<file path="config.mk">
export PLATFORM = sky130hd
export DESIGN_NAME = hamming_secded_pipe
export DESIGN_NICKNAME = d
export VERILOG_FILES = /design/src/rtl/hamming_secded_pipe.sv
export SDC_FILE = /design/constraint.sdc
export NUM_CORES = 1
export LEC_CHECK = 0
export BUFFER_PORTS_ARGS = -buffer_cell sky130_fd_sc_hd__buf_2
export CAP_MARGIN = 20
export CORE_MARGIN = 5
export CORE_UTILIZATION = 53
export DETAILED_ROUTE_END_ITERATION = 10
export PLACE_DENSITY = 0.89
export SKIP_CTS_REPAIR_TIMING = 1
export SLEW_MARGIN = 25
export SYNTH_ARGS = -nofsm -noshare
export SYNTH_HDL_FRONTEND = slang
export SYNTH_SLANG_ARGS = --single-unit
export TNS_END_PERCENT = 1
</file>
<file path="constraint.sdc">
create_clock -name clk -period 2.04 [get_ports clk]
set_input_delay 0.102 -clock clk [delete_from_list [all_inputs] [get_ports clk]]
set_output_delay 0.102 -clock clk [all_outputs]
set_load 0.02 [all_outputs]
</file>
<file path="src/rtl/hamming_secded_pipe.sv">
// Two-stage pipelined SECDED (extended Hamming) decoder with valid/ready on both sides,
// a detect-only mode and saturating single/double error counters.
module hamming_secded_pipe #(
    parameter int DATA_W = 4,
    parameter int CNT_W  = 8,
    localparam int PAR_W  = $clog2(DATA_W + 1 + $clog2(DATA_W + 1 + $clog2(DATA_W + 1 + $clog2(DATA_W + 1)))),
    localparam int CODE_W = DATA_W + PAR_W + 1
) (
    input  logic              clk,
    input  logic              rst_n,
    input  logic              in_valid,
    output logic              in_ready,
    input  logic [CODE_W-1:0] code_in,
    input  logic              correct_en,
    output logic              out_valid,
    input  logic              out_ready,
    output logic [CODE_W-1:0] code_out,
    output logic [DATA_W-1:0] data_out,
    output logic [PAR_W-1:0]  syndrome,
    output logic [1:0]        err_flag,
    output logic [CNT_W-1:0]  cnt_single,
    output logic [CNT_W-1:0]  cnt_double,
    input  logic              cnt_clr
);

    localparam logic [PAR_W-1:0]  MAX_POS = PAR_W'(CODE_W - 1);
    localparam logic [CODE_W-1:0] TOP_BIT = {1'b1, {(CODE_W-1){1'b0}}};
    localparam logic [CODE_W-1:0] ONE     = CODE_W'(1);

    localparam logic [1:0] FLAG_NONE   = 2'b00;
    localparam logic [1:0] FLAG_SINGLE = 2'b01;
    localparam logic [1:0] FLAG_DOUBLE = 2'b10;
    localparam logic [1:0] FLAG_PARITY = 2'b11;

    logic              s1_valid;
    logic [CODE_W-1:0] s1_code;
    logic [PAR_W-1:0]  s1_syn;
    logic              s1_par;
    logic              s1_ce;

    logic              s2_adv;
    logic              in_fire;
    logic              out_fire;

    logic [PAR_W-1:0]  in_syn;
    logic              in_par;
    logic [CODE_W-1:0] fixed_code;
    logic [DATA_W-1:0] fixed_data;
    logic [1:0]        fixed_flag;

    assign s2_adv   = !out_valid || out_ready;
    assign in_ready = !s1_valid || s2_adv;
    assign in_fire  = in_valid && in_ready;
    assign out_fire = out_valid && out_ready;

    // Syndrome bit b is the XOR of every position whose index has bit b set.
    for (genvar b = 0; b < PAR_W; b++) begin : g_syn
        logic [CODE_W-2:0] sel;
        for (genvar i = 0; i < CODE_W - 1; i++) begin : g_pos
            if ((((i + 1) >> b) & 1) == 1) begin : g_on
                assign sel[i] = code_in[i];
            end else begin : g_off
                assign sel[i] = 1'b0;
            end
        end
        assign in_syn[b] = ^sel;
    end

    assign in_par = ^code_in;

    always_comb begin
        logic [CODE_W-1:0] flip;
        flip       = '0;
        fixed_flag = FLAG_NONE;
        if (s1_syn == '0) begin
            if (s1_par) begin
                fixed_flag = FLAG_PARITY;
                flip       = TOP_BIT;
            end
        end else if (s1_par && (s1_syn <= MAX_POS)) begin
            fixed_flag = FLAG_SINGLE;
            flip       = ONE << (s1_syn - 1'b1);
        end else begin
            fixed_flag = FLAG_DOUBLE;
        end
        fixed_code = s1_ce ? (s1_code ^ flip) : s1_code;
    end

    // Data bit k lives at the k-th non-power-of-2 position, i.e. position g maps to g-clog2(g)-1.
    for (genvar g = 1; g < CODE_W; g++) begin : g_data
        if ((g & (g - 1)) != 0) begin : g_take
            assign fixed_data[g - $clog2(g) - 1] = fixed_code[g-1];
        end
    end

    always_ff @(posedge clk or negedge rst_n) begin
        if (!rst_n) begin
            s1_valid <= 1'b0;
            s1_code  <= '0;
            s1_syn   <= '0;
            s1_par   <= 1'b0;
            s1_ce    <= 1'b0;
        end else begin
            s1_valid <= in_fire || (s1_valid && !s2_adv);
            if (in_fire) begin
                s1_code <= code_in;
                s1_syn  <= in_syn;
                s1_par  <= in_par;
                s1_ce   <= correct_en;
            end
        end
    end

    // Output registers only move when the consumer takes the word or stage 2 is empty.
    always_ff @(posedge clk or negedge rst_n) begin
        if (!rst_n) begin
            out_valid <= 1'b0;
            code_out  <= '0;
            data_out  <= '0;
            syndrome  <= '0;
            err_flag  <= FLAG_NONE;
        end else if (s2_adv) begin
            out_valid <= s1_valid;
            if (s1_valid) begin
                code_out <= fixed_code;
                data_out <= fixed_data;
                syndrome <= s1_syn;
                err_flag <= fixed_flag;
            end
        end
    end

    always_ff @(posedge clk or negedge rst_n) begin
        if (!rst_n) begin
            cnt_single <= '0;
            cnt_double <= '0;
        end else if (cnt_clr) begin
            cnt_single <= '0;
            cnt_double <= '0;
        end else if (out_fire) begin
            if ((err_flag == FLAG_SINGLE || err_flag == FLAG_PARITY) && cnt_single != '1)
                cnt_single <= cnt_single + 1'b1;
            if (err_flag == FLAG_DOUBLE && cnt_double != '1)
                cnt_double <= cnt_double + 1'b1;
        end
    end

endmodule
</file>
-- Yosys cells after proc, flatten, opt, wreduce, memory -nomap -nowiden
Index checks and enable logic that the tools add are counted.
- bits in registers: 48
- input port bits: 14
- output and inout bits: 35
- logic and storage cells: 60
- $add $sub $neg: 3
- order comparisons: 1
- equality and inequality tests: 5
- shift-type cells: 1
- multiplexer cells: 13
- bitwise gates (word level): 1
- reduce and logical (&&, ||, !) cells: 24
- operators by type and width (operator ; number):
    8-bit two-way mux ; 10
    7-bit parity ; 3
    8-bit by 1-bit adder with 8-bit output (second input constant) ; 2
    8-bit != test (second input constant) ; 2
    8-bit parity ; 1
    1-bit by 3-bit << shifter with 8-bit output (first input constant) ; 1
    8-bit bitwise XOR ; 1
    1-bit logical AND ; 6
    2-bit two-way mux ; 3
    2-bit AND reduction ; 3
    2-bit nonzero test ; 3
    2-bit == test (second input constant) ; 2
    1-bit logical OR ; 4
    3-bit less-or-equal comparator (second input constant) ; 1
    1-bit logical NOT ; 3
    3-bit logical NOT ; 1
    3-bit by 1-bit subtractor with 3-bit output (second input constant) ; 1
    2-bit by 1-bit == test with 1-bit output (second input constant) ; 1

-- Longest topological paths before layout
Gate-level depths: netlist of the first run.
- depth in word-level cells: 6
- gate-level depth with buffers: 5
- depth with buffers taken out: 5

-- Least setup slack after synthesis of the first run
Ideal clock, no wire load.
- path type: flip-flop to flip-flop
- start: register out_valid
- end: register s1_code[4]
- arrival: 1600 ps
- data required time: 1915 ps
- setup slack: 315 ps
- stages on the path, launching flop included: 5
- path buffers: 1
- cell sequence: dfrtp_1 nand3b_1 nand2_1 buf_2 mux2_2
- cells in the longest elaborated chain, start to end: 4
- RTL lines (what ; line ; text):
    from (decl) ; 15 ; output logic out_valid,
    from (signal assigned) ; 123 ; out_valid <= s1_valid;
    1-bit logical NOT ; 51 ; assign s2_adv = !out_valid || out_ready;
    1-bit logical OR ; 51 ;
    1-bit logical OR ; 52 ; assign in_ready = !s1_valid || s2_adv;
    via in_ready ; 12 ; output logic in_ready,
    1-bit logical AND ; 53 ; assign in_fire = in_valid && in_ready;
    to (signal assigned) ; 106 ; s1_code <= code_in;
    to (decl) ; 36 ; logic [CODE_W-1:0] s1_code;
The timed path passes the listed nets, and every way through them passes these cells.
A chain may end at the register's enable or synchronous reset.

-- Final worst setup path of the first run
- start: register cnt_single[0]
- end: register cnt_single[5]
- cells in the longest elaborated chain, start to end: 4
- elaborated cells between the ends (all ways): 8
- classes of those cells: add/sub (1); eq/ne (1); mux (3); reduce/logical (3)
- RTL lines (what ; line ; text):
    from (decl) ; 21 ; output logic [CNT_W-1:0] cnt_single,
    from (signal assigned) ; 142 ; cnt_single <= cnt_single + 1'b1;
    8-bit by 1-bit adder with 8-bit output or 8-bit != test (tied branches) ; 142, 141 ;
    8-bit two-way mux or 1-bit logical AND (tied branches) ; 141 ; if ((err_flag == FLAG_SINGLE || err_flag == FLAG_PARITY) && cnt_single != '1)
    8-bit two-way mux or 2-bit nonzero test (tied branches) ; - ;
    8-bit two-way mux or 2-bit AND reduction (tied branches) ; - ;
Several ways; a longest one is shown, not always the timed one. The select of a mux whose other input is x is not followed.

==> metrics.md, run 1 <==
| Metric | Value |
|---|---|
| Status | `completed` |
| Sequential area share after synthesis | `0.513` |
| Area of the die | `0.00542 sq mm` |
| Synth-to-Final Area Change | `17.6%` |
| Worst setup EP type | `flop` |
| CP max stage cell | `dfrtp_1` |
| Vias in the first global route | `1544` |
| Fillers | `336` |
| Vias | `1512` |
| Met2 global-route usage | `0.297` |
| Pins Over Slew Limit | `0` |
| Final wirelength | `4110 um` |
| Clock transition at path regs | `0.08 ns` |
| Worst Tran Pin Value | `0.548 ns` |
| Grt met1 use | `0.196` |
| Overall power | `2.40 mW` |
| Post-DP HPWL | `3150 um` |
| Avg WL per Cell | `14.0 um` |
| Worst VDD drop | `0.550 mV` |
| DRC viols | `0` |
| N_diodes | `0` |
| Largest net degree at the start of global routing | `45` |
| Die Span X | `73.6 um` |
| Drt initial violations | `97` |
| Initial antenna violation count | `0` |
| Sink Count | `44` |
| Cts bufs inserted | `5` |
| RD Place Congestion | `0.825` |
| First-pass DRT Iterations | `4` |
| Final setup violation count | `0` |
| NumNets Final | `259` |
| CTS tree | `built` |
| Final worst path period share | `0.786` |
| Netlist cell types | `33` |
| Synth Register Bits | `44` |
| Via density | `5.14` |
| Final clock skew | `0.00703 ns` |
| Max_cap viols | `0` |
| Gr usage total | `0.169` |
| Top Usage Layer GRT | `met2` |
| Max-slew headroom | `0.635` |
| Area of the core | `0.00397 sq mm` |
| Sum of negative setup slack | `0 ns` |
| Clock latency on the worst-skew pair | `0.30 ns` |
| Hold Path Class | `in -> reg` |
| Critical path arrival | `1.82 ns` |
| Utilization after layout | `0.636` |
| PwrDens | `951 mW/mm^2` |
| IO Count | `49` |
| # rows | `23` |
| Critical path type | `reg -> reg` |
| Port Buf Inserts | `48` |
| Worst path cell trace | `ha_1, nand3_1, o211ai_1, or3_1, a21oi_1` |
| Die H | `73.6 um` |
| GRT overflow | `0` |
| CTS max path bufs | `2` |
| First-pass GRT wire length | `7000 um` |
| Post-Syn Instances | `195` |
| Antenna-violating nets left | `0` |
| Layout cells sized above 1 | `0.307` |
| Hold Fails Final Rpt | `0` |
| Hold WS | `0.0247 ns` |
| Critical Path RT | `2.26 ns` |
| Syn Std Cell Area | `0.00215 sq mm` |
| Clk root buf | `clkbuf_8` |
| Post-Syn Nets | `211` |
| CP max FO | `5` |
| Fmax | `624 MHz` |
| Leak pwr | `1.16 nW` |
| Crit path launch type | `flop` |
| RSZ-0062 raised after global routing | `no` |
| Fin crit period | `1.60 ns` |
| Met3 Resource Use GR | `0.0492` |
| Yosys warns | `0` |
| Syn_area_per_cell | `11.0 sq um` |
| Max stage delay on crit path | `0.42 ns` |
| Starting Density | `0.541` |
| CTS H-tree depth | `2` |
final timing paths:
path | from | endpoint | slack, ns | cells after the start
hold reg to reg | code_out[1]$_DFFE_PN0P_ | code_out[1]$_DFFE_PN0P_ | 0.48 | 2
min in group asynchronous | rst_n | cnt_single[7]$_DFFE_PN0P_ | 0.40 | 3
setup reg to reg | cnt_single[0]$_DFFE_PN0P_ | cnt_single[5]$_DFFE_PN0P_ | 0.44 | 5
hold / removal | in_valid | s1_valid$_DFF_PN0_ | 0.02 | 2
max in group asynchronous | rst_n | syndrome[1]$_DFFE_PN0P_ | 1.26 | 3
setup / recovery | cnt_single[0]$_DFFE_PN0P_ | cnt_single[5]$_DFFE_PN0P_ | 0.44 | 5
layer usage:
metal / wire (um) / part of all wire / vias to the layer above
li1: - / - / 765
met1: 1660 / 0.40 / 703
met2: 2140 / 0.52 / 38
met3: 258 / 0.063 / 6
met4: 53 / 0.013 / 0
met5: 0 / 0 / -
placed cells by master (no fill, tap or decap):
cell	n
nand2b_1	6
a311oi_4	1
inv_1	1
bufinv_16	1
buf_4	2
clkbuf_8	5
a21oi_1	4
nand4b_2	1
mux2_2	14
a31o_1	1
buf_2	48
clkinv_2	1
xnor2_1	20
nor3_1	5
dlygate4sd3_1	1
nor4bb_1	1
or3_1	3
dfrtp_1	44
o211ai_1	2
nand4_1	2
mux2i_1	2
ha_1	2
xor2_1	9
a31oi_1	1
nand3b_1	3
nand3_1	5
clkinvlp_4	1
and3_1	2
nand2_1	18
nor2_1	18
a2111oi_4	1
o21ai_0	16
a41o_1	1
a211oi_1	1
and4_1	1
through the flow:
step | cells | setup slack (ns) | cell area (sq um)
after CTS | 293 | 0.433 | 2510
after floorplan | 195 | 0.315 | 2150
after global placement | 285 | 0.493 | 2400
final | 294 | 0.436 | 2520
after detailed placement | 285 | 0.453 | 2400
after global routing | 294 | 0.289 | 2520
worst max-delay path: cells and delay by family, from the launching register on:
kind,cells,cell delay (ns)
simple gates,2,0.54
flops,1,0.42
compound gates,2,0.35
fa+ha+maj,1,0.23
flip-flops by register name, indices dropped and copies added (netlist names), 2 cells and up:
signal / count
cnt_double: 8
cnt_single: 8
s1_syn: 3
code_out: 8
syndrome: 3
err_flag: 2
s1_code: 8
Yosys cell counts:
cell type  instances  area [sq um]
nand3_1            5          25.0
a2111oi_4          1          27.5
a211oi_1           1          7.51
nand2b_1           6          37.5
buf_2              1          5.00
nand3b_1           3          22.5
a31oi_1            1          6.26
a41o_1             1          10.0
o21ai_0           16          80.1
and3_1             2          12.5
a21oi_1            4          20.0
o211ai_1           2          15.0
buf_1              2          7.51
and4_1             1          8.76
nor4bb_1           1          10.0
buf_6              1          11.3
xor2_1             9          78.8
nand4_1            2          12.5
clkbuf_1           2          7.51
nand4b_2           1          15.0
nor3_1             5          25.0
mux2_2            14           158
mux2i_1            2          20.0
buf_4              4          30.0
a311oi_4           1          26.3
or3_1              3          18.8
nor2_1            18          67.6
a31o_1             1          8.76
nand2_1           18          67.6
ha_1               2          25.0
inv_1              1          3.75
xnor2_1           20           175
dfrtp_1           44          1100
final cells by class:
type,count,area (sq um),share of cell area
clock inverters,3,42.5,0.0168
repair buffers,51,265,0.105
inverters,1,3.75,0.00149
well taps,50,62.6,0.0248
flip-flops and latches,44,1100,0.436
multi-input cells,140,981,0.389
clock buffers,5,68.8,0.0273
power breakdown:
part	total [mW]	internal [mW]	switching, mW
Combinational	0.608	0.253	0.356
Sequential	1.13	1.01	0.122
Clock	0.659	0.362	0.297
Total	2.40	1.63	0.775
cell families (layout without fill, tap and decap cells):
logic type / count (synthesis) / after routing / share of synthesized area
multiplexers: 16 / 16 / 0.0828
buffers and inverters: 11 / 60 / 0.0303
AO/OA/AOI/OAI: 28 / 28 / 0.0938
flip-flops: 44 / 44 / 0.513
XOR/XNOR: 29 / 29 / 0.118
adder cells (fa/ha/maj): 2 / 2 / 0.0117
AND/OR/NAND/NOR: 65 / 65 / 0.150
No activity file was read; power rests on OpenSTA's default activity.
==> run 2, diff against run 1 <==
--- a/config.mk
+++ b/config.mk
@@ -8,9 +8,9 @@
 export BUFFER_PORTS_ARGS = -buffer_cell sky130_fd_sc_hd__buf_2
 export CAP_MARGIN = 20
 export CORE_MARGIN = 5
-export CORE_UTILIZATION = 53
+export CORE_UTILIZATION = 48
 export DETAILED_ROUTE_END_ITERATION = 10
-export PLACE_DENSITY = 0.89
+export PLACE_DENSITY = 0.85
 export SKIP_CTS_REPAIR_TIMING = 1
 export SLEW_MARGIN = 25
 export SYNTH_ARGS = -nofsm -noshare
==> constraint.sdc (replaced) <==
create_clock -name clk -period 1.37 [get_ports clk]
set_input_delay 0.0685 -clock clk [delete_from_list [all_inputs] [get_ports clk]]
set_output_delay 0.0685 -clock clk [all_outputs]
set_load 0.02 [all_outputs]
==> run 2 against run 1 <==
Effect of this change:
- the run now ends with negative setup slack left
- global-route usage fell by 0.52 points
- register-to-register slack worse by 0.57 ns
- non-clock buffer count grew 22
- utilization grew 0.53 points
- sequential power rose by 50%
- critical path type unchanged
==> metrics.md, run 2 (synthesis gave the netlist of run 1 again) <==
| Metric | Value |
|---|---|
| Status | `finished with violations` |
| Failing checks | `negative setup slack` |
| Clock transition at path regs | `0.08 ns` |
| Critical path type | `reg -> reg` |
| Fin crit period | `1.51 ns` |
| CTS H-tree depth | `2` |
| Drt initial violations | `50` |
| NumNets Final | `281` |
| Vias | `1631` |
| Worst Tran Pin Value | `0.441 ns` |
| Final worst path period share | `1.10` |
| GRT overflow | `0` |
| # rows | `24` |
| N_diodes | `0` |
| Final worst slack | `-0.135 ns` |
| Overall power | `3.56 mW` |
| Die H | `76.9 um` |
| Layout cells sized above 1 | `0.410` |
| Avg WL per Cell | `14.4 um` |
| Fmax | `664 MHz` |
| Clock latency on the worst-skew pair | `0.29 ns` |
| Post-DP HPWL | `3410 um` |
| Critical Path RT | `1.55 ns` |
| Sink Count | `44` |
| IO Count | `49` |
| Most frequent cells in the layout | `buf_2, dfrtp_1, buf_4` |
| Max_cap viols | `0` |
| Largest net degree at the start of global routing | `28` |
| Commonest non-fill, non-tap cell in the layout | `buf_2` |
| RD Place Congestion | `0.882` |
| First-pass DRT Iterations | `4` |
| Final wirelength | `4590 um` |
| Leak pwr | `1.30 nW` |
| Hold Fails Final Rpt | `0` |
| Clk root buf | `clkbuf_8` |
| Initial antenna violation count | `0` |
| Hold Path Class | `in -> reg` |
| Cts bufs inserted | `5` |
| Pins Over Slew Limit | `0` |
| Design area | `0.00279 sq mm` |
| Worst setup EP type | `flop` |
| Die Span X | `76.9 um` |
| RSZ-0062 raised after global routing | `yes` |
| Port Buf Inserts | `48` |
| PwrDens | `1280 mW/mm^2` |
| Final setup violation count | `9` |
| Max-slew headroom | `0.706` |
| Area of the core | `0.00435 sq mm` |
| Dpl cell area | `0.00261 sq mm` |
| Starting Density | `0.493` |
| CP max FO | `5` |
| Critical path arrival | `1.69 ns` |
| Area of the die | `0.00591 sq mm` |
| Vias in the first global route | `1548` |
| Crit path launch type | `flop` |
| Utilization after layout | `0.641` |
| Sum of negative setup slack | `-0.506 ns` |
| CTS tree | `built` |
| Via density | `5.13` |
| Worst VDD drop | `0.727 mV` |
| First-pass GRT wire length | `7660 um` |
| Final clock skew | `0.00305 ns` |
| Gr usage total | `0.164` |
| Antenna-violating nets left | `0` |
| DRC viols | `0` |
| Synth-to-Final Area Change | `30.0%` |
| CTS max path bufs | `2` |
[run 2: cell count changes in the layout (fill, tap and decap cells not counted), sizes merged]
cell         previous run  this run
clkinvlp                1         0
buf                    50        71
clkinv                  1         0
dlygate4sd3             1         2
bufinv                  1         0
clkbuf                  5         8
[run 2: final cells by class]
cell class | count | area, sq um
well taps | 52 | 65.1
fillers | 361 | 1560
multi-input cells | 140 | 1080
inverters | 1 | 3.75
repair buffers | 73 | 445
flip-flops and latches | 44 | 1110
clock buffers | 8 | 90.1
[run 2: report_power, final]
group | switching [mW] | internal (mW) | total [mW]
clock | 0.424 | 0.412 | 0.836
sequential | 0.188 | 1.51 | 1.70
combinational | 0.569 | 0.461 | 1.03
total | 1.18 | 2.38 | 3.56
[run 2: stage by stage]
step | hold WS [ns] | instances | setup slack [ns]
floorplan | -0.227 | 195 | -0.140
global placement | 0.0295 | 307 | -0.0684
detailed placement | 0.0326 | 307 | -0.139
CTS | -0.286 | 315 | -0.155
global route | 0.00661 | 318 | -0.199
finish | 0.00838 | 318 | -0.135
[run 2: worst paths after layout]
kind,from,to,slack (ns),cells after the start
min in group asynchronous,rst_n,cnt_single[2]$_DFFE_PN0P_,0.25,2
worst max register to register,err_flag[0]$_DFFE_PN0P_,cnt_double[7]$_DFFE_PN0P_,-0.14,4
max in group asynchronous,rst_n,s1_valid$_DFF_PN0_,0.63,3
worst min-delay path,in_valid,s1_valid$_DFF_PN0_,0.008,2
worst min register to register,code_out[0]$_DFFE_PN0P_,code_out[0]$_DFFE_PN0P_,0.48,2
worst max-delay path,err_flag[0]$_DFFE_PN0P_,cnt_double[7]$_DFFE_PN0P_,-0.14,4
[run 2: worst max-delay path, stage by stage, from the launching register on]
cell and delay, ns:
dfrtp_1 0.41, nand4b_4 0.25, a311oi_4 0.38, a21oi_1 0.14, a31o_1 0.21
[run 2: routing by layer]
layer  global-route usage  up-vias  wire length [um]
met5                    0        -                 0
met4               0.0629        0                74
met3               0.0597        8               316
met2                0.262       47              2320
met1                0.200      768              1870
li1                     -      808                 -
==> run 3, diff against run 2 <==
--- a/config.mk
+++ b/config.mk
@@ -12,6 +12,7 @@
 export DETAILED_ROUTE_END_ITERATION = 10
 export PLACE_DENSITY = 0.85
 export SKIP_CTS_REPAIR_TIMING = 1
+export SKIP_LAST_GASP = 1
 export SLEW_MARGIN = 25
 export SYNTH_ARGS = -nofsm -noshare
 export SYNTH_HDL_FRONTEND = slang
==> run 3 against run 2 <==
Effect of this change:
- the run still ends with negative setup slack left
- design area shrank 1.1%
- routed wire length decreased by 0.85%
- utilization fell by 0.69 points
- sequential power about the same
- global-route usage unchanged
- die area stayed put
- register-to-register slack barely moved
- first-iteration DRC count decreased by 6.0%
- largest cell class unchanged
==> metrics.md, run 3 (synthesis gave the netlist of run 1 again) <==
| Metric | Value |
|---|---|
| Status | `finished with violations` |
| Failing checks | `negative setup slack` |
| Crit path launch type | `flop` |
| Worst VDD drop | `0.729 mV` |
| Vias | `1639` |
| Clk root buf | `clkbuf_8` |
| Final clock skew | `0.00491 ns` |
| Worst hold start | `code_in[0]` |
| Post-DP HPWL | `3410 um` |
| Final setup violation count | `11` |
| First-pass DRT Iterations | `4` |
| Pins Over Slew Limit | `0` |
| CTS H-tree depth | `2` |
| Area of the core | `0.00435 sq mm` |
| Leak pwr | `1.27 nW` |
| Final wirelength | `4550 um` |
| Vias in the first global route | `1548` |
| RD Place Congestion | `0.882` |
| Via density | `5.14` |
| IO Count | `49` |
| DRC viols | `0` |
| Utilization after layout | `0.634` |
| Most frequent cells in the layout | `buf_2, dfrtp_1, buf_4` |
| Antenna-violating nets left | `0` |
| CTS tree | `built` |
| Hold Fails Final Rpt | `0` |
| Commonest non-fill, non-tap cell in the layout | `buf_2` |
| Starting Density | `0.493` |
| Clock transition at path regs | `0.08 ns` |
| RSZ-0062 raised after global routing | `yes` |
| Worst setup EP type | `flop` |
| N_diodes | `0` |
| Hold depth | `2` |
| Hold Path Class | `in -> reg` |
| Die H | `76.9 um` |
| CTS max path bufs | `2` |
| Port Buf Inserts | `48` |
| Fmax | `670 MHz` |
| Avg WL per Cell | `14.3 um` |
| Critical Path RT | `1.56 ns` |
| Critical path type | `reg -> reg` |
| GRT overflow | `0` |
| Gr usage total | `0.164` |
| R2R setup slack | `-0.12 ns` |
| Final worst path period share | `1.09` |
| Dpl cell area | `0.00261 sq mm` |
| Non-Filler Instances | `319` |
| CP max FO | `5` |
| Area of the die | `0.00591 sq mm` |
| Fin crit period | `1.49 ns` |
| Placed cell count | `307` |
| Final worst slack | `-0.123 ns` |
| NumNets Final | `282` |
| # rows | `24` |
| Worst Setup SP | `err_flag[0]$_DFFE_PN0P_` |
| Worst r2r src | `err_flag[0]$_DFFE_PN0P_` |
| Max_cap viols | `0` |
| Sink Count | `44` |
| PwrDens | `1290 mW/mm^2` |
| Synth-to-Final Area Change | `28.6%` |
| Worst Tran Pin Value | `0.443 ns` |
| Largest net degree at the start of global routing | `28` |
| Critical path arrival | `1.68 ns` |
| Die Span X | `76.9 um` |
| First-pass GRT wire length | `7660 um` |
| Max-slew headroom | `0.705` |
| Design area | `0.00276 sq mm` |
| Initial antenna violation count | `0` |
| Cts bufs inserted | `5` |
| Setup WS pre-CTS | `-0.139 ns` |
| Reg2reg path depth | `4` |
| Layout cells sized above 1 | `0.397` |
| Clock latency on the worst-skew pair | `0.29 ns` |
| Drt initial violations | `47` |
run 3: metrics by stage:
step / hold slack (ns) / total power [mW] / setup TNS (ns)
global route: 0.0193 / 3.78 / -2.05
floorplan: -0.227 / 2.37 / -1.76
finish: 0.0312 / 3.56 / -0.772
global placement: 0.0295 / 2.71 / -0.418
CTS: -0.286 / 3.59 / -1.07
detailed placement: 0.0326 / 2.75 / -0.834
run 3: worst max-delay path: stages, from the launching register on:
cell      delay (ns)
dfrtp_1         0.41
nand4b_4        0.25
a311oi_4        0.38
a21oi_1         0.13
a31o_1          0.21
run 3: report_power, final:
group | switching [mW] | internal (mW)
registers | 0.186 | 1.51
logic | 0.566 | 0.458
clock network | 0.428 | 0.412
run 3: per-layer routing:
| metal | up-vias | share of wire | GRT usage |
|---|---|---|---|
| met5 | - | 0 | 0 |
| met4 | 0 | 0.015 | 0.0629 |
| met3 | 5 | 0.067 | 0.0597 |
| met2 | 44 | 0.50 | 0.262 |
| met1 | 782 | 0.41 | 0.200 |
| li1 | 808 | - | - |
run 3: area by class of cell:
class | instances | area [sq um]
fillers | 363 | 1590
flip-flops and latches | 44 | 1110
multi-input cells | 140 | 1040
repair buffers | 74 | 455
clock buffers | 8 | 90.1
well taps | 52 | 65.1
inverters | 1 | 3.75
run 3: worst paths after layout:
kind | endpoint
max | cnt_double[7]$_DFFE_PN0P_
max reg2reg | cnt_double[7]$_DFFE_PN0P_
min in group asynchronous | cnt_single[2]$_DFFE_PN0P_
max in group asynchronous | s1_valid$_DFF_PN0_
min reg2reg | code_out[0]$_DFFE_PN0P_
min | s1_code[0]$_DFFE_PN0P_
